[config.mk]
export PLATFORM = sky130hd
export DESIGN_NAME = spi_shift_engine
export DESIGN_NICKNAME = d
export VERILOG_FILES = /design/src/rtl/spi_pkg.sv /design/src/rtl/spi_clk_div.sv /design/src/rtl/spi_shift_engine.sv
export SDC_FILE = /design/constraint.sdc
export NUM_CORES = 1
export LEC_CHECK = 0
export CORE_MARGIN = 2
export CORE_UTILIZATION = 52
export DETAILED_ROUTE_END_ITERATION = 12
export GPL_TIMING_DRIVEN = 0
export PLACE_DENSITY_LB_ADDON = 0.2
export SLEW_MARGIN = 30
export SYNTH_ARGS = -nofsm -noshare
export SYNTH_HDL_FRONTEND = slang
export SYNTH_SLANG_ARGS = --single-unit
export TNS_END_PERCENT = 30
[constraint.sdc]
create_clock -name clk -period 1.75 [get_ports clk]
set_input_delay 0.4375 -clock clk [delete_from_list [all_inputs] [get_ports clk]]
set_output_delay 0.4375 -clock clk [all_outputs]
set_load 0.02 [all_outputs]
[src/rtl/spi_pkg.sv]
// spi_pkg: shared types and constants for the SPI shift engine.
//   spi_state_t : engine FSM state (IDLE, SHIFT, DONE)
//   SRC_*       : TX word source select codes for src_sel
package spi_pkg;

   typedef enum logic [1:0] {
      IDLE  = 2'd0,
      SHIFT = 2'd1,
      DONE  = 2'd2
   } spi_state_t;

   localparam logic [1:0] SRC_ECHO = 2'b00;  // previous received word
   localparam logic [1:0] SRC_FIFO = 2'b01;  // TX FIFO head, popped on accept
   localparam logic [1:0] SRC_CMD  = 2'b10;  // command_in
   localparam logic [1:0] SRC_FILL = 2'b11;  // all ones (SD read dummy)

endpackage

[src/rtl/spi_clk_div.sv]
// spi_clk_div: sclk generator for the SPI shift engine.
//   clk, rst    : system clock, synchronous active-high reset
//   clear       : restart divider and return sclk phase to idle
//   run         : count while high (engine in SHIFT)
//   sclk_q      : sclk phase, 0 = idle level (caller applies CPOL)
//   lead_pulse  : one-cycle strobe in the cycle whose clock edge makes a leading toggle
//   trail_pulse : same, for a trailing toggle
module spi_clk_div #(
   parameter int DIV = 4
) (
   input  logic clk,
   input  logic rst,
   input  logic clear,
   input  logic run,
   output logic sclk_q,
   output logic lead_pulse,
   output logic trail_pulse
);

   localparam int CW = (DIV > 1) ? $clog2(DIV) : 1;

   logic [CW-1:0] cnt_q, cnt_d;
   logic          sclk_d;
   logic          wrap;

   // With DIV=1 the counter is stuck at 0, so every run cycle wraps.
   assign wrap        = run && (cnt_q == CW'(DIV - 1));
   // Phase 0 is idle, so a toggle out of phase 0 is always a leading edge.
   assign lead_pulse  = wrap && !sclk_q;
   assign trail_pulse = wrap &&  sclk_q;

   always_comb begin
      cnt_d  = cnt_q;
      sclk_d = sclk_q;
      if (clear) begin
         cnt_d  = '0;
         sclk_d = 1'b0;
      end else if (run) begin
         if (wrap) begin
            cnt_d  = '0;
            sclk_d = ~sclk_q;
         end else begin
            cnt_d  = cnt_q + CW'(1);
         end
      end
   end

   always_ff @(posedge clk) begin
      if (rst) begin
         cnt_q  <= '0;
         sclk_q <= 1'b0;
      end else begin
         cnt_q  <= cnt_d;
         sclk_q <= sclk_d;
      end
   end

endmodule

[src/rtl/spi_shift_engine.sv]
// spi_shift_engine: full-duplex SPI master shift engine (SD card path).
//   clk, rst          : system clock, synchronous active-high reset
//   start             : request one word transfer (accepted in IDLE or DONE)
//   src_sel           : TX source (ECHO/FIFO/CMD/FILL), latched at accept
//   lsb_first         : bit order, latched at accept
//   command_in        : command word source
//   fifo_data/fifo_rd : TX FIFO head and its one-cycle pop (combinational)
//   sddi/sddo         : serial data from/to card
//   sclk              : SPI clock, idles at CPOL
//   busy              : high while shifting
//   data_out/rx_valid : last received word and its one-cycle update strobe
module spi_shift_engine
   import spi_pkg::*;
#(
   parameter int DATA_W = 8,
   parameter int DIV    = 4,
   parameter bit CPOL   = 1'b0,
   parameter bit CPHA   = 1'b0
) (
   input  logic              clk,
   input  logic              rst,
   input  logic              start,
   input  logic [1:0]        src_sel,
   input  logic              lsb_first,
   input  logic [DATA_W-1:0] command_in,
   input  logic [DATA_W-1:0] fifo_data,
   output logic              fifo_rd,
   input  logic              sddi,
   output logic              sddo,
   output logic              sclk,
   output logic              busy,
   output logic [DATA_W-1:0] data_out,
   output logic              rx_valid
);

   localparam int ECW = $clog2(2 * DATA_W);
   localparam logic [ECW-1:0] LAST_EDGE = ECW'(2 * DATA_W - 1);

   spi_state_t        state_q, state_d;
   logic [DATA_W-1:0] tx_sr_q, tx_sr_d;
   logic [DATA_W-1:0] rx_sr_q, rx_sr_d;
   logic [DATA_W-1:0] data_out_q, data_out_d;
   logic [ECW-1:0]    ecnt_q, ecnt_d;
   logic              lsb_q, lsb_d;
   logic              sddo_q, sddo_d;
   logic              busy_q, busy_d;
   logic              rx_valid_q, rx_valid_d;

   logic              accept;
   logic              sclk_ph, lead_pulse, trail_pulse, sample_pulse;
   logic [DATA_W-1:0] src_word, tx_shifted, rx_shifted;
   logic              src_first_bit, tx_head;

   assign accept  = start && ((state_q == IDLE) || (state_q == DONE));
   assign fifo_rd = accept && !rst && (src_sel == SRC_FIFO);

   spi_clk_div #(.DIV(DIV)) u_div (
      .clk         (clk),
      .rst         (rst),
      .clear       (accept),
      .run         (state_q == SHIFT),
      .sclk_q      (sclk_ph),
      .lead_pulse  (lead_pulse),
      .trail_pulse (trail_pulse)
   );

   assign sample_pulse = CPHA ? trail_pulse : lead_pulse;

   // Source mux. In DONE, data_out is being loaded this very cycle, so ECHO
   // takes rx_sr, which already holds that word.
   always_comb begin
      case (src_sel)
         SRC_ECHO: src_word = (state_q == DONE) ? rx_sr_q : data_out_q;
         SRC_FIFO: src_word = fifo_data;
         SRC_CMD:  src_word = command_in;
         default:  src_word = '1;
      endcase
   end

   assign src_first_bit = lsb_first ? src_word[0] : src_word[DATA_W-1];
   assign tx_head       = lsb_q ? tx_sr_q[0] : tx_sr_q[DATA_W-1];
   // Vacated TX positions fill with ones so an over-run clocks out idle-high.
   assign tx_shifted    = lsb_q ? {1'b1, tx_sr_q[DATA_W-1:1]}
                                : {tx_sr_q[DATA_W-2:0], 1'b1};
   assign rx_shifted    = lsb_q ? {sddi, rx_sr_q[DATA_W-1:1]}
                                : {rx_sr_q[DATA_W-2:0], sddi};

   always_comb begin
      state_d    = state_q;
      tx_sr_d    = tx_sr_q;
      rx_sr_d    = rx_sr_q;
      data_out_d = data_out_q;
      ecnt_d     = ecnt_q;
      lsb_d      = lsb_q;
      sddo_d     = sddo_q;
      busy_d     = busy_q;
      rx_valid_d = 1'b0;

      case (state_q)
         SHIFT: begin
            if (sample_pulse) rx_sr_d = rx_shifted;
            if (lead_pulse || trail_pulse) begin
               ecnt_d = ecnt_q + ECW'(1);
               if (ecnt_q == LAST_EDGE) begin
                  // Final edge is always trailing; in CPHA=1 it also carries
                  // the last sample, hence rx_sr_d rather than rx_sr_q.
                  state_d    = DONE;
                  ecnt_d     = '0;
                  sddo_d     = 1'b1;
                  busy_d     = 1'b0;
                  rx_valid_d = 1'b1;
                  data_out_d = rx_sr_d;
               end else if (!CPHA && trail_pulse) begin
                  tx_sr_d = tx_shifted;
                  sddo_d  = lsb_q ? tx_shifted[0] : tx_shifted[DATA_W-1];
               end else if (CPHA && lead_pulse) begin
                  sddo_d  = tx_head;
                  tx_sr_d = tx_shifted;
               end
            end
         end
         default: begin  // IDLE and DONE behave alike toward a new start
            sddo_d = 1'b1;
            busy_d = 1'b0;
            if (accept) begin
               state_d = SHIFT;
               tx_sr_d = src_word;
               rx_sr_d = '0;
               lsb_d   = lsb_first;
               ecnt_d  = '0;
               busy_d  = 1'b1;
               // CPHA=0 presents bit 0 ahead of the first leading edge.
               sddo_d  = CPHA ? 1'b1 : src_first_bit;
            end else begin
               state_d = IDLE;
            end
         end
      endcase
   end

   always_ff @(posedge clk) begin
      if (rst) begin
         state_q    <= IDLE;
         tx_sr_q    <= '0;
         rx_sr_q    <= '0;
         data_out_q <= '0;
         ecnt_q     <= '0;
         lsb_q      <= 1'b0;
         sddo_q     <= 1'b1;
         busy_q     <= 1'b0;
         rx_valid_q <= 1'b0;
      end else begin
         state_q    <= state_d;
         tx_sr_q    <= tx_sr_d;
         rx_sr_q    <= rx_sr_d;
         data_out_q <= data_out_d;
         ecnt_q     <= ecnt_d;
         lsb_q      <= lsb_d;
         sddo_q     <= sddo_d;
         busy_q     <= busy_d;
         rx_valid_q <= rx_valid_d;
      end
   end

   assign sclk     = sclk_ph ^ CPOL;
   assign sddo     = sddo_q;
   assign busy     = busy_q;
   assign data_out = data_out_q;
   assign rx_valid = rx_valid_q;

endmodule

==> results by group, run 1 <==
Yosys
  • Post-synth net total: 256
  • Synthesized area per cell: 8.73 µm²
  • Synth Instances: 231
  • EDFF count, synth: 0
  • Syn. warnings: 0
  • Netlist cell types: 42
  • Seq cells post-synth: 36
  • FFs w/ async S/R, synth: 0%
  • Post-Syn Area: 0.00202 mm²
  • Post-synthesis sequential area ratio: 35.8%
  • Synth Flop Type: dfxtp_1

Worst hold path
  • Hold Crit Start: tx_sr_q[0]
  • Min-delay worst type: register to register
  • Sink of the worst hold path: tx_sr_q[0]
  • WHS Path Cells: 2

STA
  • Post-route minimum period: 1.70 ns
  • Slew Viols, Final: 0
  • Setup violations, final: 0
  • Fin crit share: 97.3%
  • Worst Skew: 0.00726 ns
  • Fmax: 587 MHz
  • Relative slew slack: 65.6%
  • Worst slew pin tran: 0.515 ns
  • RSZ-0062 raised after global routing: true
  • Final worst slack: 0.0475 ns
  • Final hold viol count: 0

Floorplanning
  • CORE AREA: 0.00369 mm²
  • IO Pins: 36
  • Full die area: 0.00439 mm²
  • Die Ht: 66.3 µm
  • Initial Util: 54.6%
  • Rows: 22
  • Die width: 66.3 µm

Setup path
  • Crit path max fanout: 10
  • Worst EP arrival: 1.27 ns
  • Worst Setup End Kind: output pin
  • FF-to-FF setup slack: 0.07 ns
  • CP required: 1.31 ns
  • Reg2reg path depth: 6
  • Setup CP Type: input port to output pin
  • CP Launch Type: input port
  • R2r endpoint: data_out[7]
  • Reg2reg start: u_div.cnt_q[1]

Clocking
  • H-Tree Depth: 2
  • Total CTS buffers: 5
  • CTS Hold Buffers Added: 0
  • Root Buffer: clkbuf_8
  • CTS Sinks: 36
  • Longest Clk Path Bufs: 2
  • Clock transition at path regs: 0.07 ns
  • Clock tree from TritonCTS: done
  • Clock insertion delay at the later pin of the skew report: 0.28 ns

Final layout
  • Nets: 297
  • Multi-input gate area: 0.00126 mm²
  • Fin util: 71.8%
  • Reg area: 724 µm²
  • P&R area growth vs syn: 31.5%
  • Final std cells w/o fill: 320
  • ANT cells: 0
  • Share of cells above drive strength 1: 18.8%
  • # fillers: 303

Pwr
  • Overall Power: 1820 µW
  • VDD IR max: 461 µV
  • Leakage: 0.000919 µW
  • P per Cell Area: 687 mW/mm²

Global route
  • Grt total ovfl: 0
  • Largest net degree at the start of global routing: 12
  • Initial antenna violation count: 0
  • Total track usage: 25.4%
  • First-pass GRT wire length: 8530 µm
  • Vias in the first global route: 1739

Place
  • DP Worst Slack: -1.34 ns
  • Dpl cells: 314
  • Gpl congestion: 0.876
  • Quantity of I/O buffers inserted on ports: 35
  • Detailed placement HPWL: 3710 µm

Routing
  • Routed wire length: 5390 µm
  • Drt pass-1 iters: 4
  • DRC Markers: 0
  • DR vias/cell: 6.00
  • Vias: 1919
  • Initial DRC Count: 158
  • WL per Instance: 16.8 µm
  • DRT antenna net count: 0

Job
  • MaxCap Viol Count: 0

Outcome
  • Status: completed
-- synthesized netlist by cell type (all sizes together) (6+ instances only) --
library cell  count  area, µm²
clkbuf            7       26.3
mux2i            17        170
a311oi            7        105
a21oi            15       75.1
o211ai           10       75.1
o21ai            13       65.1
nand2            28        105
o22ai             6       37.5
buf              12       72.6
o2bb2ai           8       70.1
dfxtp            36        721
a211o             6       52.6
nor2             14       55.1
inv               7       26.3
-- state kept, by name, summed over array words and instances (netlist names) --
| signal | cells |
|---|---|
| u_div.sclk_q | 1 |
| state_q | 2 |
| u_div.cnt_q | 2 |
| ecnt_q | 4 |
| sddo | 1 |
| rx_sr_q | 8 |
| rx_valid | 1 |
| lsb_q | 1 |
| data_out | 8 |
| tx_sr_q | 8 |
-- how the worst max path moves through the flow --
stage                        start     endpoint  slack (ns)  cells after the start
finish                         rst      fifo_rd        0.05                      5
global route        u_div.cnt_q[1]  data_out[7]       -0.02                      6
CTS                          start      fifo_rd        -0.1                      4
detailed placement             rst      fifo_rd       -1.34                      5
global placement               rst      fifo_rd       -1.35                      5
floorplan                      rst      fifo_rd        0.04                      3
-- kinds of logic (layout without fill, tap and decap cells) --
family / after synthesis / after routing / share of synthesized area (%)
xor gates and xnor gates: 1 / 1 / 0.435
muxes: 21 / 21 / 10.7
DFF: 36 / 36 / 35.8
AOI/OAI and AO/OA: 76 / 76 / 29.1
adders and majority gates: 2 / 2 / 1.24
and+or+nand+nor: 69 / 69 / 16.6
buffers and inverters: 26 / 67 / 6.21
-- final cells by class --
| class | count | area share (%) |
|---|---|---|
| Clock buffer | 7 | 3.64 |
| Timing Repair Buffer | 37 | 13.8 |
| Buffer | 16 | 4.49 |
| Sequential cell | 36 | 27.3 |
| Tap cell | 48 | 2.27 |
| Multi-Input combinational cell | 169 | 47.5 |
| Inverter | 7 | 0.992 |
-- timing repair --
action / in CTS / in global routing
setup endpoints to repair: 35 / 22
pin swaps: 0 / 2
buffers inserted: 1 / 1
resized for setup: 27 / 20
-- stage by stage --
step	hold slack (ns)	instance area, µm²	setup TNS, ns
2_1_floorplan	0.454	2020	0
3_3_place_gp	0.466	2430	-14.27
3_5_place_dp	0.470	2430	-14.54
4_1_cts	0.481	2570	-0.0950
5_1_grt	0.501	2650	-0.0296
6_report	0.485	2650	0
-- worst max-delay path, cell delays in order --
cell,delay [ns]
dlygate4sd2_1,0.27
clkbuf_8,0.15
buf_8,0.14
nor3_4,0.12
buf_6,0.14
-- power by group --
part / switching (µW) / internal (µW) / leakage (µW)
Sequential: 22.2 / 845 / 0.000294
Clock: 280 / 351 / 0.0000503
Combinational: 166 / 156 / 0.000575
Total: 469 / 1350 / 0.000919
-- layout by cell type, fill, tap and decap left out, types with 5 or more instances in the layout --
cell | netlist | routed
a211o_1 | 6 | 6
a21oi_1 | 15 | 15
a311oi_2 | 7 | 7
buf_2 | 7 | 5
clkbuf_8 | 0 | 8
clkdlybuf4s50_1 | 0 | 27
dfxtp_1 | 36 | 33
inv_1 | 7 | 7
mux2i_1 | 17 | 17
nand2_1 | 28 | 28
nor2_1 | 13 | 10
o211ai_1 | 10 | 10
o21ai_0 | 12 | 12
o22ai_1 | 6 | 6
o2bb2ai_1 | 8 | 8
-- per-layer routing --
layer / track usage (%) / part of all wire [%] / wire [µm]
met5: 0 / 0 / 0
met4: 5.10 / 0.98 / 53
met3: 4.94 / 4.3 / 230
met2: 39.4 / 47 / 2530
met1: 36.5 / 48 / 2580
Power figures use the tool's default switching activity.
==> run 2, diff against run 1 <==
--- a/config.mk
+++ b/config.mk
@@ -6,10 +6,11 @@
 export NUM_CORES = 1
 export LEC_CHECK = 0
 export CORE_MARGIN = 2
-export CORE_UTILIZATION = 52
+export CORE_UTILIZATION = 56
 export DETAILED_ROUTE_END_ITERATION = 12
 export GPL_TIMING_DRIVEN = 0
 export PLACE_DENSITY_LB_ADDON = 0.2
+export SKIP_LAST_GASP = 1
 export SLEW_MARGIN = 30
 export SYNTH_ARGS = -nofsm -noshare
 export SYNTH_HDL_FRONTEND = slang
==> constraint.sdc (replaced) <==
create_clock -name clk -period 2.1 [get_ports clk]
set_input_delay 0.525 -clock clk [delete_from_list [all_inputs] [get_ports clk]]
set_output_delay 0.525 -clock clk [all_outputs]
set_load 0.02 [all_outputs]
==> results by group, run 2 (synthesized netlist as in run 1, its figures left out) <==
Outcome
  • Status: completed

Global route
  • First-pass GRT wire length: 8390 µm (-1.6%)
  • Grt total ovfl: 0 (unchanged)
  • Vias in the first global route: 1753 (+0.81%)
  • Total track usage: 26.4% (+1.1 points)
  • Largest net degree at the start of global routing: 12 (unchanged)
  • Initial antenna violation count: 0 (unchanged)

Routing
  • DR vias/cell: 5.95 (-0.73%)
  • Drt pass-1 iters: 4 (unchanged)
  • DRC Markers: 0 (unchanged)
  • WL met1: 2390 µm (-7.3%)
  • DRT antenna net count: 0 (unchanged)
  • Routed wire length: 5130 µm (-4.8%)
  • WL per Instance: 16.0 µm (-4.8%)
  • Top Layer Used: met4
  • Met3 Wirelength: 238 µm (+3.5%)
  • Initial DRC Count: 103 (-35%)
  • Met2 routed WL: 2450 µm (-3.1%)
  • Vias: 1905 (-0.73%)

STA
  • Final worst slack: 0.0451 ns (-0.00238 ns)
  • Final hold viol count: 0 (unchanged)
  • Fmax: 487 MHz
  • Worst slew pin tran: 0.614 ns (+0.0983 ns)
  • Hold slack: 0.486 ns (+0.00172 ns)
  • Worst Skew: 0.00844 ns (+0.00118 ns)
  • Slew Viols, Final: 0 (unchanged)
  • Setup violations, final: 0 (unchanged)
  • RSZ-0062 raised after global routing: true
  • Relative slew slack: 58.9% (-6.7 points)
  • Post-route minimum period: 2.05 ns
  • Fin crit share: 97.9%

Floorplanning
  • Initial Util: 59.5% (+4.8 points)
  • Die width: 64.0 µm (-3.4%)
  • Rows: 21 (-4.5%)
  • IO Pins: 36 (unchanged)
  • Full die area: 0.00410 mm² (-6.7%)
  • Die Ht: 64.0 µm (-3.4%)
  • CORE AREA: 0.00339 mm² (-8.1%)

Clocking
  • Root Buffer: clkbuf_4
  • Clock transition at path regs: 0.11 ns (+0.04 ns)
  • Total CTS buffers: 5 (unchanged)
  • Clock tree from TritonCTS: done
  • H-Tree Depth: 2 (unchanged)
  • Clock insertion delay at the later pin of the skew report: 0.34 ns (+0.06 ns)
  • CTS Sinks: 36 (unchanged)
  • Longest Clk Path Bufs: 2 (unchanged)

Pwr
  • P per Cell Area: 579 mW/mm² (-16%)
  • Clock share of power: 33.1% (-1.5 points)
  • VDD IR max: 514 µV (+12%)
  • Leakage: 0.000858 µW (-6.6%)
  • Combinational fraction of design power: 17.6% (about the same)
  • Share of power burned in registers: 49.3% (+1.7 points)
  • Net Switching: 383 µW (-18%)
  • Sw frac: 26.2% (+0.42 points)
  • Internal Power: 1080 µW (-20%)

Final layout
  • # fillers: 259 (-15%)
  • Nets: 298 (+0.34%)
  • Reg area: 721 µm² (-0.52%)
  • Share of cells above drive strength 1: 13.1% (-5.6 points)
  • P&R area growth vs syn: 25.4%
  • Most frequent cells in the layout: dfxtp_1 (36), clkdlybuf4s50_1 (33), nand2_1 (28)
  • Commonest non-fill, non-tap cell in the layout: dfxtp_1
  • ANT cells: 0 (unchanged)
  • Multi-input gate area: 0.00118 mm² (-6.2%)

Setup path
  • Slowest stage delay, CP: 0.68 ns (+0.41 ns)
  • Setup CP Type: register to output pin
  • Worst Setup End Kind: output pin
  • Worst EP arrival: 1.53 ns (+0.26 ns)
  • Slowest cell on the critical path: clkdlybuf4s50_1
  • CP required: 1.57 ns (+0.26 ns)
  • FF-to-FF setup slack: 0.21 ns (+0.14 ns)
  • Cell Chain, Critical Path: clkdlybuf4s50_1
  • CP delay by family, top: buffers and inverters
  • CP Launch Type: register
  • CP Buf/Inv Count: 1 (-3)
  • Crit path max fanout: 11 (+1)

Place
  • Quantity of I/O buffers inserted on ports: 35 (unchanged)
  • DP Worst Slack: -1.19 ns (+0.146 ns)
  • Gpl congestion: 0.870 (-0.78%)
  • Detailed placement HPWL: 3700 µm (-0.37%)

Job
  • MaxCap Viol Count: 0 (unchanged)

Worst hold path
  • Min-delay worst type: register to register
## run 2: path summary, 6_finish.rpt
path / start / endpoint / cells past startpoint
worst max-delay path: state_q[0] / busy / 1
worst min-delay path: data_out[3] / data_out[3] / 1
worst max register to register: u_div.cnt_q[0] / rx_sr_q[1] / 8
worst min register to register: data_out[3] / data_out[3] / 1
## run 2: final cells by class
cell class / count / share of cell area [%]
multi-input cells: 169 / 46.7
clock inverters: 2 / 1.39
flip-flops and latches: 36 / 28.5
inverters: 7 / 1.04
clock buffers: 6 / 1.63
repair buffers: 36 / 13.9
well taps: 46 / 2.28
plain buffers: 18 / 4.55
## run 2: power groups by stage
stage               registers (µW)  logic, µW  clock network [µW]
floorplan                      735        157                   0
global placement               735        244                   0
detailed placement             736        249                   0
CTS                            721        256                 495
global route                   724        276                 526
finish                         721        258                 483
## run 2: what timing repair did
| action | 4_1_cts | 5_1_grt |
|---|---|---|
| buffers inserted | 1 | 0 |
| resized for setup | 14 | 1 |
| setup endpoints to repair | 1 | 3 |
| hold buffers | 0 | 0 |
## run 2: metal layers
metal / track usage, % / vias to the layer above
li1: - / 940
met1: 35.0 / 906
met2: 43.6 / 51
met3: 4.23 / 8
met4: 8.97 / 0
met5: 0 / -
## run 2: through the flow
step                power (µW)  cell area [µm²]  util (%)  TNS, ns  cells
CTS                       1470             2520      74.5        0    320
floorplan                  892             2020         -        0    231
finish                    1460             2530      74.6        0    320
global placement           979             2420      71.5    -4.47    312
detailed placement         985             2420      71.5    -5.27    312
global route              1530             2530      74.6  -0.0496    320
==> run 3, diff against run 2 <==
--- a/config.mk
+++ b/config.mk
@@ -5,8 +5,7 @@
 export SDC_FILE = /design/constraint.sdc
 export NUM_CORES = 1
 export LEC_CHECK = 0
-export CORE_MARGIN = 2
-export CORE_UTILIZATION = 56
+export CORE_UTILIZATION = 50
 export DETAILED_ROUTE_END_ITERATION = 12
 export GPL_TIMING_DRIVEN = 0
 export PLACE_DENSITY_LB_ADDON = 0.2
==> results by group, run 3 (synthesized netlist as in run 1, its figures left out) <==
Outcome
  • Status: completed

Setup path
  • Worst EP arrival: 1.55 ns (+0.02 ns)
  • Reg2reg path depth: 8 (unchanged)
  • FF-to-FF setup slack: 0.25 ns (+0.04 ns)
  • CP required: 1.57 ns (about the same)
  • CP Launch Type: input port
  • Crit path max fanout: 4 (-7)
  • Reg2reg start: u_div.cnt_q[0]
  • Setup CP Type: input port to output pin
  • R2r endpoint: rx_sr_q[1]
  • Worst Setup End Kind: output pin

Routing
  • DRT antenna net count: 0 (unchanged)
  • Initial DRC Count: 159 (+54%)
  • DRC Markers: 0 (unchanged)
  • WL per Instance: 15.8 µm (-1.6%)
  • Drt pass-1 iters: 4 (unchanged)
  • Routed wire length: 5080 µm (-0.97%)
  • DR vias/cell: 5.86 (-1.6%)
  • Vias: 1887 (-0.94%)

Floorplanning
  • IO Pins: 36 (unchanged)
  • Full die area: 0.00429 mm² (+4.7%)
  • Die width: 65.5 µm (+2.3%)
  • Initial Util: 53.5% (-6.0 points)
  • Die Ht: 65.5 µm (+2.3%)
  • CORE AREA: 0.00377 mm² (+11%)
  • Rows: 22 (+4.8%)

Place
  • Quantity of I/O buffers inserted on ports: 35 (unchanged)
  • Gpl congestion: 0.846 (-2.8%)
  • Dpl cells: 314 (+0.64%)
  • Detailed placement HPWL: 3620 µm (-2.0%)

Global route
  • First-pass GRT wire length: 8280 µm (-1.3%)
  • Total track usage: 25.5% (-0.97 points)
  • Grt total ovfl: 0 (unchanged)
  • Initial antenna violation count: 0 (unchanged)
  • Met1 GRT Util: 36.7% (+1.7 points)
  • Largest net degree at the start of global routing: 12 (unchanged)
  • Vias in the first global route: 1673 (-4.6%)
  • Met2 Track Usage GR: 39.2% (-4.4 points)
  • GR Layer Usage met3: 4.17% (-0.059 points)
  • Grt peak-use layer: met2

Worst hold path
  • WHS Path Cells: 1 (unchanged)
  • Hold Crit Start: data_out[4]
  • Sink of the worst hold path: data_out[4]
  • Min-delay worst type: register to register

Clocking
  • Total CTS buffers: 5 (unchanged)
  • Clock transition at path regs: 0.07 ns (-0.04 ns)
  • Longest Clk Path Bufs: 2 (unchanged)
  • CTS Sinks: 36 (unchanged)
  • Clock insertion delay at the later pin of the skew report: 0.28 ns (-0.06 ns)
  • H-Tree Depth: 2 (unchanged)
  • Root Buffer: clkbuf_8
  • Clock tree from TritonCTS: done

Final layout
  • Fin util: 67.9% (-6.6 points)
  • Commonest non-fill, non-tap cell in the layout: dfxtp_1
  • Final std cells w/o fill: 322 (+0.63%)
  • Share of cells above drive strength 1: 13.1% (unchanged)
  • Nets: 298 (unchanged)
  • Most frequent cells in the layout: dfxtp_1 (36), clkdlybuf4s50_1 (33), nand2_1 (28)
  • ANT cells: 0 (unchanged)
  • P&R area growth vs syn: 27.1%

STA
  • Post-route minimum period: 2.07 ns (+0.0184 ns)
  • Setup violations, final: 0 (unchanged)
  • Worst Skew: 0.00502 ns (-0.00342 ns)
  • Relative slew slack: 60.1% (+1.2 points)
  • Slew Viols, Final: 0 (unchanged)
  • Fin crit share: 98.7% (+0.87 points)
  • Worst slew pin tran: 0.596 ns (-0.0173 ns)
  • RSZ-0062 raised after global routing: true
  • Final hold viol count: 0 (unchanged)
  • Fmax: 482 MHz (-0.89%)
  • Accumulated negative setup slack: 0 ns (unchanged)

Pwr
  • Net Switching: 392 µW (+2.5%)
  • Clock share of power: 38.0% (+4.9 points)
  • Sw frac: 24.9% (-1.3 points)
  • Leakage: 0.000871 µW (+1.5%)
  • VDD IR max: 382 µV (-26%)
  • P per Cell Area: 615 mW/mm² (+6.2%)
  • Share of power burned in registers: 45.8% (-3.5 points)
  • Combinational fraction of design power: 16.2% (-1.4 points)
  • Internal Power: 1180 µW (+9.5%)

Job
  • MaxCap Viol Count: 0 (unchanged)
[run 3: power by group through the flow]
stage                     clock [µW]  combinational [µW]  sequential (µW)
after floorplan                    0                 157              735
after global placement             0                 244              736
after detailed placement           0                 247              736
after CTS                        608                 254              720
after global routing             637                 275              723
final                            598                 255              721
[run 3: worst max path at each step]
stage / from / to / slack, ns
3_5_place_dp: rst / fifo_rd / -1.18
5_1_grt: src_sel[0] / tx_sr_q[2] / -0.01
6_report: start / fifo_rd / 0.03
2_1_floorplan: rst / fifo_rd / 0.07
4_1_cts: src_sel[0] / sddo / 0.04
3_3_place_gp: rst / fifo_rd / -1.16
[run 3: cell type report]
cell class | count | area, µm²
clock inverter | 2 | 35.0
fill | 322 | 1210
clock buffer | 6 | 72.6
sequential | 36 | 721
multi-input combinational | 169 | 1180
tap | 48 | 60.1
timing repair buffer | 36 | 352
buffer | 18 | 115
inverter | 7 | 26.3
[run 3: critical path, cell delays in order]
cell and delay (ns):
clkdlybuf4s50_1 0.47, nand2b_1 0.15, nor3_1 0.21, buf_2 0.20
[run 3: layer usage]
metal / part of all wire, % / wire [µm]
met3: 5.8 / 293
met2: 45 / 2300
met1: 48 / 2460
met4: 0.49 / 25
met5: 0 / 0
[run 3: repair_timing]
item | in CTS | in global routing
gates resized for setup | 14 | 1
endpoints found under the setup margin | 1 | 1
buffers inserted | 1 | 0
hold buffers | 0 | 0
[run 3: through the flow]
stage / setup slack [ns] / area (µm²) / total power (µW) / hold WS (ns)
floorplan: 0.0706 / 2020 / 892 / 0.454
global placement: -1.16 / 2430 / 980 / 0.464
detailed placement: -1.18 / 2430 / 982 / 0.476
CTS: 0.0420 / 2560 / 1580 / 0.486
global route: -0.0113 / 2560 / 1640 / 0.504
finish: 0.0267 / 2560 / 1570 / 0.489
